## src/rtl/vram_slot_arbiter.sv

```systemverilog
// rtl/vram_slot_arbiter.sv - two-slot VRAM time-share between video fetch and a CPU port
//
// Purpose:
//   An 8-cycle frame is split into two launch slots on a free-running 3-bit
//   phase counter. The launch edge leaving phase 7 belongs to video while the
//   display window is open and to the CPU while blanked. The launch edge
//   leaving phase 3 always belongs to the CPU. Only one access is ever in
//   flight. A launch edge that arrives while an access is in flight is
//   skipped. A rising h_synch realigns the phase to 0.
//
// Ports:
//   pixel_clock       clock; all state changes on its rising edge
//   reset_n           asynchronous active-low reset
//   h_synch           horizontal sync; its rising edge forces phase 0
//   video_active      display fetch window open (phase-7 slot owned by video)
//   video_addr        address of the next video fetch
//   cpu_req/we/addr/wdata  level request, held until cpu_ack
//   vram_addr/we/wdata     synchronous VRAM port, 1-cycle read latency
//   vram_rdata        VRAM read data
//   cpu_rdata         read data returned to the CPU
//   cpu_ack           1-cycle completion pulse
//   cpu_wait          cpu_req & ~cpu_ack
//   video_data        last fetched video byte
//   video_data_valid  1-cycle pulse when video_data is refreshed

module vram_slot_arbiter (
  input  logic        pixel_clock,
  input  logic        reset_n,
  input  logic        h_synch,
  input  logic        video_active,
  input  logic [12:0] video_addr,
  input  logic        cpu_req,
  input  logic        cpu_we,
  input  logic [12:0] cpu_addr,
  input  logic [7:0]  cpu_wdata,
  output logic [12:0] vram_addr,
  output logic        vram_we,
  output logic [7:0]  vram_wdata,
  input  logic [7:0]  vram_rdata,
  output logic [7:0]  cpu_rdata,
  output logic        cpu_ack,
  output logic        cpu_wait,
  output logic [7:0]  video_data,
  output logic        video_data_valid
);

  typedef enum logic [2:0] {
    IDLE,
    PEND,
    ACCESS,
    CAPTURE,
    ACK
  } cpu_state_t;

  cpu_state_t cpu_state;

  logic [2:0] phase;
  logic       h_synch_d;
  logic [1:0] vid_pipe;
  logic       access_is_write;
  logic       ack_holdoff;

  logic h_rise;
  logic video_slot_edge;
  logic cpu_slot_edge;
  logic in_flight;
  logic launch_video;
  logic launch_cpu;

  assign h_rise          = h_synch & ~h_synch_d;
  assign video_slot_edge = (phase == 3'd7);
  assign cpu_slot_edge   = (phase == 3'd3);

  // The CPU side counts as busy from launch until it has returned to IDLE, so
  // the slot right after an ack can never overlap the acknowledged access.
  assign in_flight = (vid_pipe != 2'b00) ||
                     (cpu_state == ACCESS) ||
                     (cpu_state == CAPTURE) ||
                     (cpu_state == ACK);

  assign launch_video = video_slot_edge & video_active & ~in_flight;

  // The phase-7 slot falls to the CPU only while the display window is closed.
  // When video owns the slot but it is skipped, the CPU does not inherit it.
  assign launch_cpu = (cpu_state == PEND) & ~in_flight &
                      (cpu_slot_edge | (video_slot_edge & ~video_active));

  assign cpu_wait = cpu_req & ~cpu_ack;

  // Phase counter with h_synch realignment.
  always_ff @(posedge pixel_clock or negedge reset_n) begin
    if (!reset_n) begin
      phase     <= 3'd0;
      h_synch_d <= 1'b0;
    end else begin
      h_synch_d <= h_synch;
      if (h_rise) begin
        phase <= 3'd0;
      end else begin
        phase <= phase + 3'd1;
      end
    end
  end

  // Video fetch pipeline. vid_pipe[0] marks the cycle the address is on the
  // VRAM port and vid_pipe[1] the cycle the read data comes back.
  always_ff @(posedge pixel_clock or negedge reset_n) begin
    if (!reset_n) begin
      vid_pipe         <= 2'b00;
      video_data       <= 8'h00;
      video_data_valid <= 1'b0;
    end else begin
      vid_pipe         <= {vid_pipe[0], launch_video};
      video_data_valid <= vid_pipe[1];
      if (vid_pipe[1]) begin
        video_data <= vram_rdata;
      end
    end
  end

  // CPU FSM and the shared VRAM port registers. Progress after launch is
  // driven by the state alone, so an h_synch realignment mid-access is harmless.
  always_ff @(posedge pixel_clock or negedge reset_n) begin
    if (!reset_n) begin
      cpu_state       <= IDLE;
      vram_addr       <= 13'd0;
      vram_we         <= 1'b0;
      vram_wdata      <= 8'h00;
      cpu_rdata       <= 8'h00;
      cpu_ack         <= 1'b0;
      access_is_write <= 1'b0;
      ack_holdoff     <= 1'b0;
    end else begin
      vram_we <= 1'b0;
      cpu_ack <= 1'b0;

      if (launch_video) begin
        vram_addr <= video_addr;
      end

      case (cpu_state)
        IDLE: begin
          // The requester is still dropping cpu_req during the first IDLE
          // cycle after an ack, so that cycle is ignored.
          if (ack_holdoff) begin
            ack_holdoff <= 1'b0;
          end else if (cpu_req && !cpu_ack) begin
            cpu_state <= PEND;
          end
        end
        PEND: begin
          if (launch_cpu) begin
            cpu_state       <= ACCESS;
            vram_addr       <= cpu_addr;
            vram_wdata      <= cpu_wdata;
            vram_we         <= cpu_we;
            access_is_write <= cpu_we;
          end
        end
        ACCESS: begin
          cpu_state <= CAPTURE;
        end
        CAPTURE: begin
          if (!access_is_write) begin
            cpu_rdata <= vram_rdata;
          end
          cpu_ack   <= 1'b1;
          cpu_state <= ACK;
        end
        ACK: begin
          ack_holdoff <= 1'b1;
          cpu_state   <= IDLE;
        end
        default: begin
          cpu_state <= IDLE;
        end
      endcase
    end
  end

endmodule

```

## config.mk

```make
export PLATFORM = sky130hd
export DESIGN_NAME = vram_slot_arbiter
export DESIGN_NICKNAME = d
export VERILOG_FILES = /design/src/rtl/vram_slot_arbiter.sv
export SDC_FILE = /design/constraint.sdc
export NUM_CORES = 1
export LEC_CHECK = 0
export BUFFER_PORTS_ARGS = -buffer_cell sky130_fd_sc_hd__buf_2
export CAP_MARGIN = 20
export CELL_PAD_IN_SITES_DETAIL_PLACEMENT = 0
export CELL_PAD_IN_SITES_GLOBAL_PLACEMENT = 1
export CORE_MARGIN = 3
export CORE_UTILIZATION = 30
export DETAILED_ROUTE_END_ITERATION = 8
export PLACE_DENSITY = 0.71
export SLEW_MARGIN = 5
export SYNTH_ARGS = -nofsm -noshare
export SYNTH_HDL_FRONTEND = slang
export SYNTH_SLANG_ARGS = --single-unit
```

## constraint.sdc

```tcl
create_clock -name pixel_clock -period 4.9 [get_ports pixel_clock]
set_input_delay 0 -clock pixel_clock [delete_from_list [all_inputs] [get_ports pixel_clock]]
set_output_delay 0 -clock pixel_clock [all_outputs]
set_load 0.1 [all_outputs]
```

==> results of run 1 <==
## layout make-up
class / count / area (um^2)
inverter: 3 / 11.3
timing repair buffer: 109 / 661
multi-input combinational: 80 / 761
sequential: 51 / 1280
tap: 93 / 116
fill: 609 / 3640
clock buffer: 8 / 100
## worst max-delay path, cell delays in order (launching register included)
cell and delay [ns]:
dfrtp_1 0.52, or4_1 0.87, nor2b_4 0.47, mux2_2 0.39
## metrics by stage
stage / util, % / worst slack (ns)
CTS: 44.5 / 2.49
floorplan: - / 2.14
global placement: 39.7 / 2.54
detailed placement: 40.0 / 2.51
finish: 44.5 / 2.55
global route: 44.5 / 2.35
## kinds of logic after synthesis
family          after synthesis  synth area share, %
buf+inv                      11                 3.04
flops                        51                 60.8
mux                          25                 14.7
fa+ha+maj                     3                 1.79
simple gates                 19                 6.31
compound gates               33                 13.5
## cell usage in the layout, fill, tap and decap left out
cell / n
buf_2: 88
dfrtp_1: 51
dlygate4sd3_1: 20
mux2_2: 18
a22oi_1: 13
o2bb2ai_1: 13
mux2_4: 7
clkbuf_8: 7
nor2b_1: 6
inv_1: 3
ha_1: 3
and3b_1: 2
and2_1: 2
nor2_1: 2
nand2b_1: 2
nor3b_1: 1
or4_1: 1
or3b_1: 1
a21oi_4: 1
o21bai_4: 1
o21a_1: 1
nor2b_4: 1
o21ai_0: 1
and2b_1: 1
o21ba_2: 1
a21oi_1: 1
o32ai_1: 1
clkbuf_1: 1
buf_12: 1
## worst paths after layout
| path | slack, ns | end | cells after the start | start |
|---|---|---|---|---|
| max | 2.55 | access_is_write | 3 | vid_pipe[1] |
| min | 0.01 | vram_addr[8] | 3 | video_addr[8] |
| max reg2reg | 2.55 | access_is_write | 3 | vid_pipe[1] |
| min reg2reg | 0.38 | vid_pipe[1] | 0 | vid_pipe[0] |
| max in group asynchronous | 4.22 | vid_pipe[1] | 3 | reset_n |
| min in group asynchronous | 0.16 | h_synch_d | 2 | reset_n |
## sequential cells by signal (all words and copies together), names as in the netlist
name and flops:
access_is_write 1, h_synch_d 1, vram_addr 13, ack_holdoff 1, phase 3, cpu_state 3, vram_wdata 8, vram_we 1
video_data_valid 1, cpu_rdata 8, video_data 8, vid_pipe 2, cpu_ack 1
## routing by layer
layer / vias to the layer above / GRT usage [%]
met2: 72 / 18.0
met5: - / 0
met4: 0 / 3.65
met3: 5 / 4.01
li1: 736 / -
met1: 693 / 16.5
## what timing repair did
action                     4_1_cts  5_1_grt
hold endpoints to repair        65        0
hold buffers                    20        0
buffers inserted                 0        0
setup endpoints to repair        0        0
==> results.ini, run 1 <==
[drt]
wl_met2_um = 1970
viasPerCell = 4.38
postRouteAntennaNets = 0
first_iter_violations = 57
vias = 1506
top_layer_used = met4
firstDrtPassIters = 4
route.met3.wl_um = 399
drc_errors = 0
routed_wl_um = 4560
wl_per_cell_um = 13.3
wl_met1_um = 2140

[synthesis]
ys_seq_area_share_pct = 60.8
synth_seq_cells = 51
avgSynthCellArea_um2 = 14.8
syn-cell-area_mm2 = 0.00210
async_reset_ff_share_pct = 100
synth_warnings = 0
synth_fp_nets = 193
synthFlopType = dfrtp_1
synth_top_cell_by_area = dfrtp_1
ys_top_cells_by_area = dfrtp_1 (61%), mux2_2 (9.6%), o2bb2ai_1 (5.4%)
yosysUniqueCellTypes = 28
syn-instance-count = 142
synth-edff-count = 0
synth_most_common_cell = dfrtp_1
synthTopCellsByCount = dfrtp_1 (51), mux2_2 (18), a22oi_1 (13), o2bb2ai_1 (13), mux2_4 (7)
yosysTopAreaCellShare_pct = 60.8

[worst_setup_path]
cp-end-kind = flip-flop
worst-path-max-fanout = 16
crit_arrival_ns = 2.54
worst_ep_required_time_ns = 5.09
critPathKind = flip-flop to flip-flop
start_kind = flip-flop

[floorplan]
dieArea_mm2 = 0.00804
die_x_um = 89.7
start_util_pct = 32.0
rows = 29
io_pins = 89
die_y_um = 89.7
core_mm2 = 0.00657

[timing]
setup_violations = 0
max_freq_ghz = 0.426
setup_tns_ns = 0
finalMaxSlewViolations = 0
holdWs_ns = 0.0102
worst_pin_slew_ns = 0.819
period_share_pct = 47.9
finClkSkew_ns = 0.00469
slew_headroom_pct = 45.3
post-route-min-period_ns = 2.35
finalHoldViolCount = 0
rsz0062_at_grt = no

[outcome]
run_status = finished, final reports clean

[global_routing]
grt_pass1_wl_um = 7400
grt_pass1_vias = 1576
grt_overflow = 0
antenna_found_initial = 0
grt_usage_pct = 12.0
grt_max_degree = 36

[clock_network]
root_buffer = clkbuf_8
cts_resized = 0
htree_levels = 2
cts_buffer_depth = 2
clk_pin_slew_ns = 0.09
cts_tree = built
cts_buffers = 5
cts.sinks = 51
clock_latency_ns = 0.29

[cells_and_area]
diodes = 0
stdcell_count = 344
layout.nets = 301
postLayoutCellArea_mm2 = 0.00293
drive_gt1_share_pct = 49.8
syn2layout_area_growth_pct = 39.2

[flow_run]
cap_violations = 0

[place]
dp_hpwl_um = 3290
io_buffers = 88
dpl_cell_area_mm2 = 0.00263
gp_congestion = 0.698
place_inst = 316

[hold_path]
hold_path.class = primary input to flip-flop

Power of run 1 is not shown: default switching activity piles up to over one toggle a cycle in this logic, so the estimate is an artifact.
==> inputs of run 2 (changes only) <==
--- a/config.mk
+++ b/config.mk
@@ -5,6 +5,7 @@
 export SDC_FILE = /design/constraint.sdc
 export NUM_CORES = 1
 export LEC_CHECK = 0
+export ABC_AREA = 1
 export BUFFER_PORTS_ARGS = -buffer_cell sky130_fd_sc_hd__buf_2
 export CAP_MARGIN = 20
 export CELL_PAD_IN_SITES_DETAIL_PLACEMENT = 0
@@ -12,7 +13,7 @@
 export CORE_MARGIN = 3
 export CORE_UTILIZATION = 30
 export DETAILED_ROUTE_END_ITERATION = 8
-export PLACE_DENSITY = 0.71
+export PLACE_DENSITY = 0.75
 export SLEW_MARGIN = 5
 export SYNTH_ARGS = -nofsm -noshare
 export SYNTH_HDL_FRONTEND = slang
==> constraint.sdc (replaced) <==
create_clock -name pixel_clock -period 2.2 [get_ports pixel_clock]
set_input_delay 0 -clock pixel_clock [delete_from_list [all_inputs] [get_ports pixel_clock]]
set_output_delay 0 -clock pixel_clock [all_outputs]
set_load 0.1 [all_outputs]
==> results.ini, run 2 <==
[worst_setup_path]
worst_ep_required_time_ns = 2.44  ; -2.65 ns
path_depth = 8  ; +5
critPathCapture = vram_addr[0]
crit_family = adder cells
rr_startpoint = phase[0]
worst-path-buf-inv = 2  ; +2
worst-path-max-fanout = 21  ; +5
start_kind = flip-flop
cpMaxStageDelayCell = dfrtp_1
cp-end-kind = flip-flop
startpoint = phase[0]
worstRegToRegCells = 8  ; +5
crit_arrival_ns = 2.01  ; -0.53 ns
path_cells = ha_1 > ha_1 > a21oi_1 > inv_1 > nand2_1 > buf_4 > nand3_1 > nand2_1
r2r_slack_ns = 0.43  ; -2.12 ns
crit_path_max_incr_delay_ns = 0.39  ; -0.48 ns
critPathKind = flip-flop to flip-flop
r2r_end = vram_addr[0]

[drt]
firstDrtPassIters = 4  ; unchanged
wl_met1_um = 2370  ; +11%
top_layer_used = met4
postRouteAntennaNets = 0  ; unchanged
wl_per_cell_um = 11.8  ; -11%
route.met3.wl_um = 216  ; -46%
wl_met2_um = 3060  ; +55%
vias = 2089  ; +39%
routed_wl_um = 5740  ; +26%
first_iter_violations = 147  ; +160%
drc_errors = 0  ; unchanged
viasPerCell = 4.28  ; -2.2%

[synthesis]
synth_warnings = 0  ; unchanged
avgSynthCellArea_um2 = 8.49  ; -43%
ys_seq_area_share_pct = 56.1  ; -4.6 points
synthTopCellsByCount = nand2_1 (91), dfrtp_1 (51), inv_1 (46)
synthFlopType = dfrtp_1
synth-edff-count = 0  ; unchanged
yosysTopAreaCellShare_pct = 56.1  ; -4.6 points
ys_top_cells_by_area = dfrtp_1 (56%), nand2_1 (15%), inv_1 (7.6%)
synth_most_common_cell = nand2_1
synth_fp_nets = 319  ; +65%
synth_seq_cells = 51  ; unchanged
syn-instance-count = 268  ; +89%
async_reset_ff_share_pct = 100  ; unchanged
synth_top_cell_by_area = dfrtp_1
syn-cell-area_mm2 = 0.00227  ; +8.3%
yosysUniqueCellTypes = 23  ; -18%

[flow_run]
cap_violations = 0  ; unchanged

[cells_and_area]
syn2layout_area_growth_pct = 42.6
layout.nets = 439  ; +46%
max_flop_register = vram_addr
final_common_cell = nand2_1
stdcell_count = 488  ; +42%
largest_reg_flops = 13  ; unchanged
final_cell_mix = nand2_1 (91), buf_2 (88), dfrtp_1 (51)
diodes = 0  ; unchanged
drive_gt1_share_pct = 28.3  ; -22 points

[clock_network]
clk_pin_slew_ns = 0.09  ; about the same
cts_buffer_depth = 2  ; unchanged
root_buffer = clkbuf_8
cts_tree = built
clock_latency_ns = 0.30  ; about the same
cts_buffers = 5  ; unchanged
htree_levels = 2  ; unchanged
cts.sinks = 51  ; unchanged

[hold_path]
hold_path.class = primary input to flip-flop

[timing]
period_share_pct = 80.3  ; +32 points
max_freq_ghz = 0.566  ; +33%
finClkSkew_ns = 0.00866  ; +0.00397 ns
worst_pin_slew_ns = 0.582  ; -0.237 ns
rsz0062_at_grt = no
post-route-min-period_ns = 1.77  ; -0.582 ns
slew_headroom_pct = 61.1  ; +16 points
finalHoldViolCount = 0  ; unchanged
setup_tns_ns = 0  ; unchanged
finalMaxSlewViolations = 0  ; unchanged
setup_violations = 0  ; unchanged

[global_routing]
antenna_found_initial = 0  ; unchanged
grt_max_degree = 37  ; +2.8%
grt_pass1_vias = 2190  ; +39%
grt_pass1_wl_um = 9720  ; +31%
grt_usage_pct = 13.8  ; +1.8 points
grt_overflow = 0  ; unchanged

[place]
gp_congestion = 0.724  ; +3.7%
io_buffers = 88  ; unchanged
dp_hpwl_um = 4060  ; +23%
place_inst = 448  ; +42%

[floorplan]
dieArea_mm2 = 0.00866  ; +7.7%
rows = 31  ; +6.9%
die_y_um = 93.1  ; +3.8%
start_util_pct = 31.2  ; -0.79 points
io_pins = 89  ; unchanged
core_mm2 = 0.00729  ; +11%
die_x_um = 93.1  ; +3.8%

[outcome]
run_status = finished, final reports clean

[run 2: logic make-up (layout without fill, tap and decap cells)]
group,after synthesis,count (layout),share of synthesized area [%]
AOI/OAI and AO/OA,22,22,5.23
adders and majority gates,3,3,1.65
buffers and inverters,58,179,10.7
DFF,51,51,56.1
and+or+nand+nor,134,134,26.3
[run 2: area by class of cell]
cell class,instances,area (um^2)
inverters,48,180
well taps,99,124
clock inverters,2,35.0
multi-input cells,159,762
flip-flops and latches,51,1280
clock buffers,6,82.6
repair buffers,123,783
fillers,781,4050
[run 2: worst min-delay path: stages]
cell and delay (ns):
buf_2 0.08, inv_1 0.03, nand4_1 0.07, nand3_1 0.07, nand2_1 0.05
[run 2: how the worst min path moves through the flow]
stage / from / end / cells after the start
after floorplan: reset_n / access_is_write / 0
after global placement: reset_n / vram_addr[6] / 1
after detailed placement: reset_n / vram_addr[6] / 1
after CTS: video_addr[4] / vram_addr[4] / 5
after global routing: video_addr[8] / vram_addr[8] / 5
final: video_addr[9] / vram_addr[9] / 5
[run 2: through the flow]
| stage | area, um^2 | worst slack [ns] | utilization [%] | hold WS (ns) |
|---|---|---|---|---|
| floorplan | 2280 | 0.0829 | - | -0.296 |
| global placement | 2800 | 0.290 | 38.4 | -0.0622 |
| detailed placement | 2800 | 0.247 | 38.4 | -0.0548 |
| CTS | 3240 | 0.212 | 44.4 | 0.0160 |
| global route | 3240 | 0.254 | 44.5 | 0.0388 |
| finish | 3240 | 0.433 | 44.5 | 0.0235 |
[run 2: layer usage]
layer / vias to the layer above / global-route usage [%]
li1: 1061 / -
met1: 973 / 15.7
met2: 48 / 26.2
met3: 7 / 2.33
met4: 0 / 4.27
met5: - / 0
[run 2: timing repair]
action                                  in CTS  in global routing
hold buffers                                32                  0
hold endpoints to repair                    58                  0
setup buffers                                0                  0
resized for setup                            0                  1
endpoints found under the setup margin       0                  1
Power of run 2 is left out for the same reason.
==> inputs of run 3 (changes only) <==
==> constraint.sdc (replaced) <==
create_clock -name pixel_clock -period 1.8 [get_ports pixel_clock]
set_input_delay 0 -clock pixel_clock [delete_from_list [all_inputs] [get_ports pixel_clock]]
set_output_delay 0 -clock pixel_clock [all_outputs]
set_load 0.1 [all_outputs]
==> results.ini, run 3 (synthesis results as in run 2) <==
[cells_and_area]
stdcell_count = 498  ; +2.0%
final_cell_mix = nand2_1 (89), buf_2 (88), dfrtp_1 (51)
largest_reg_flops = 13  ; unchanged
postLayoutCellArea_mm2 = 0.00339  ; +4.6%
layout.nets = 449  ; +2.3%
drive_gt1_share_pct = 31.1  ; +2.8 points
max_flop_register = vram_addr
final_common_cell = nand2_1
diodes = 0  ; unchanged
syn2layout_area_growth_pct = 49.1

[worst_setup_path]
cp-end-kind = flip-flop
crit_path_max_incr_delay_ns = 0.40  ; about the same
cpMaxStageDelayCell = dfrtp_1
worst_ep_required_time_ns = 2.05  ; -0.39 ns
crit_family = adder cells
worst-path-buf-inv = 3  ; +1
path_depth = 9  ; +1
critPathKind = flip-flop to flip-flop
crit_arrival_ns = 1.93  ; -0.08 ns
path_cells = ha_1 > ha_1 > a21oi_2 > buf_4 > inv_1 > nand2_4 > buf_12 > nand3_1 > nand2_1
crit_top_cell = ha_1
worstRegToRegCells = 9  ; +1
worst-path-max-fanout = 11  ; -48%
start_kind = flip-flop

[hold_path]
hold_path.class = primary input to flip-flop
holdPathStages = 5  ; unchanged

[clock_network]
cts_tree = built
cts_buffer_depth = 2  ; unchanged
cts_buffers = 5  ; unchanged
root_buffer = clkbuf_8
clk_pin_slew_ns = 0.10  ; about the same
cts.sinks = 51  ; unchanged
clock_latency_ns = 0.31  ; about the same
htree_levels = 2  ; unchanged

[floorplan]
dieArea_mm2 = 0.00866  ; unchanged
die_x_um = 93.1  ; unchanged
die_y_um = 93.1  ; unchanged
rows = 31  ; unchanged
start_util_pct = 31.2  ; unchanged
core_mm2 = 0.00729  ; unchanged
io_pins = 89  ; unchanged

[flow_run]
cap_violations = 0  ; unchanged

[timing]
finalMaxSlewViolations = 0  ; unchanged
post-route-min-period_ns = 1.68  ; -0.0848 ns
setup_violations = 0  ; unchanged
slew_headroom_pct = 59.0  ; -2.1 points
finalHoldViolCount = 0  ; unchanged
max_freq_ghz = 0.594  ; +5.0%
setup_tns_ns = 0  ; unchanged
finClkSkew_ns = 0.0101  ; +0.00142 ns
rsz0062_at_grt = no
period_share_pct = 93.5  ; +13 points
worst_pin_slew_ns = 0.614  ; +0.0321 ns

[place]
gp_congestion = 0.778  ; +7.4%
dp_hpwl_um = 4060  ; about the same
io_buffers = 88  ; unchanged
dpl_cell_area_mm2 = 0.00287  ; +2.4%
place_inst = 453  ; +1.1%

[global_routing]
grt_max_degree = 30  ; -19%
top_usage_layer = met2
grt.met3_usage_pct = 2.33  ; unchanged
globalRouteMet2Util_pct = 24.0  ; -2.2 points
antenna_found_initial = 0  ; unchanged
grt_pass1_wl_um = 9650  ; -0.71%
grt_overflow = 0  ; unchanged
grt_pass1_vias = 2102  ; -4.0%
use_met1_pct = 17.1  ; +1.3 points
grt_usage_pct = 13.8  ; -0.037 points

[drt]
wl_per_cell_um = 11.9  ; +1.2%
vias = 2115  ; +1.2%
first_iter_violations = 57  ; -61%
viasPerCell = 4.25  ; -0.79%
routed_wl_um = 5920  ; +3.3%
firstDrtPassIters = 4  ; unchanged
drc_errors = 0  ; unchanged
postRouteAntennaNets = 0  ; unchanged

[outcome]
run_status = finished, final reports clean

[run 3: cell types whose count changed in the layout (fill, tap and decap cells not counted), sizes merged]
cell      delta
buf          +8
clkinvlp     +1
nand3        +1
[run 3: metrics by stage]
stage	util, %	hold WS [ns]	worst slack, ns
floorplan	-	-0.296	0.00275
global placement	39.3	0.0225	-0.0758
detailed placement	39.3	0.0376	-0.123
CTS	45.4	0.00527	0.0764
global route	46.5	0.0359	0.00310
finish	46.5	0.0170	0.117
[run 3: final cells by class]
cell class                 instances  area, um^2
timing repair buffer             132         893
fill                             750        3900
clock buffer                       5        68.8
multi-input combinational        160         798
inverter                          48         184
sequential                        51        1280
clock inverter                     3        47.5
tap                               99         124
[run 3: worst reg2reg max path: cells and delay by family (launching register included)]
kind | cells | cell delay (ns)
adder cells (fa/ha/maj) | 2 | 0.43
buffers and inverters | 3 | 0.35
AO/OA/AOI/OAI | 1 | 0.21
AND/OR/NAND/NOR | 3 | 0.24
flip-flops | 1 | 0.40
[run 3: repair_timing]
action	4_1_cts	5_1_grt
buffers inserted	0	3
endpoints found under the setup margin	24	15
resized for setup	2	5
pin swaps	0	4
gates cloned	0	2
hold buffers	32	0
hold endpoints to repair	65	0
[run 3: worst paths after layout]
kind / from / end / slack, ns
setup reg to reg: phase[0] / vram_addr[8] / 0.12
setup / recovery: phase[0] / vram_addr[8] / 0.12
min in group asynchronous: reset_n / vram_addr[3] / 0.20
hold reg to reg: vid_pipe[0] / vid_pipe[1] / 0.41
hold / removal: video_addr[4] / vram_addr[4] / 0.02
max in group asynchronous: reset_n / cpu_rdata[5] / 1.05
[run 3: per-layer routing]
layer | share of wire (%) | wire length (um)
met1 | 43 | 2570
met5 | 0 | 0
met4 | 2.3 | 135
met2 | 51 | 3030
met3 | 3.3 | 194
Power of run 3 is left out for the same reason.
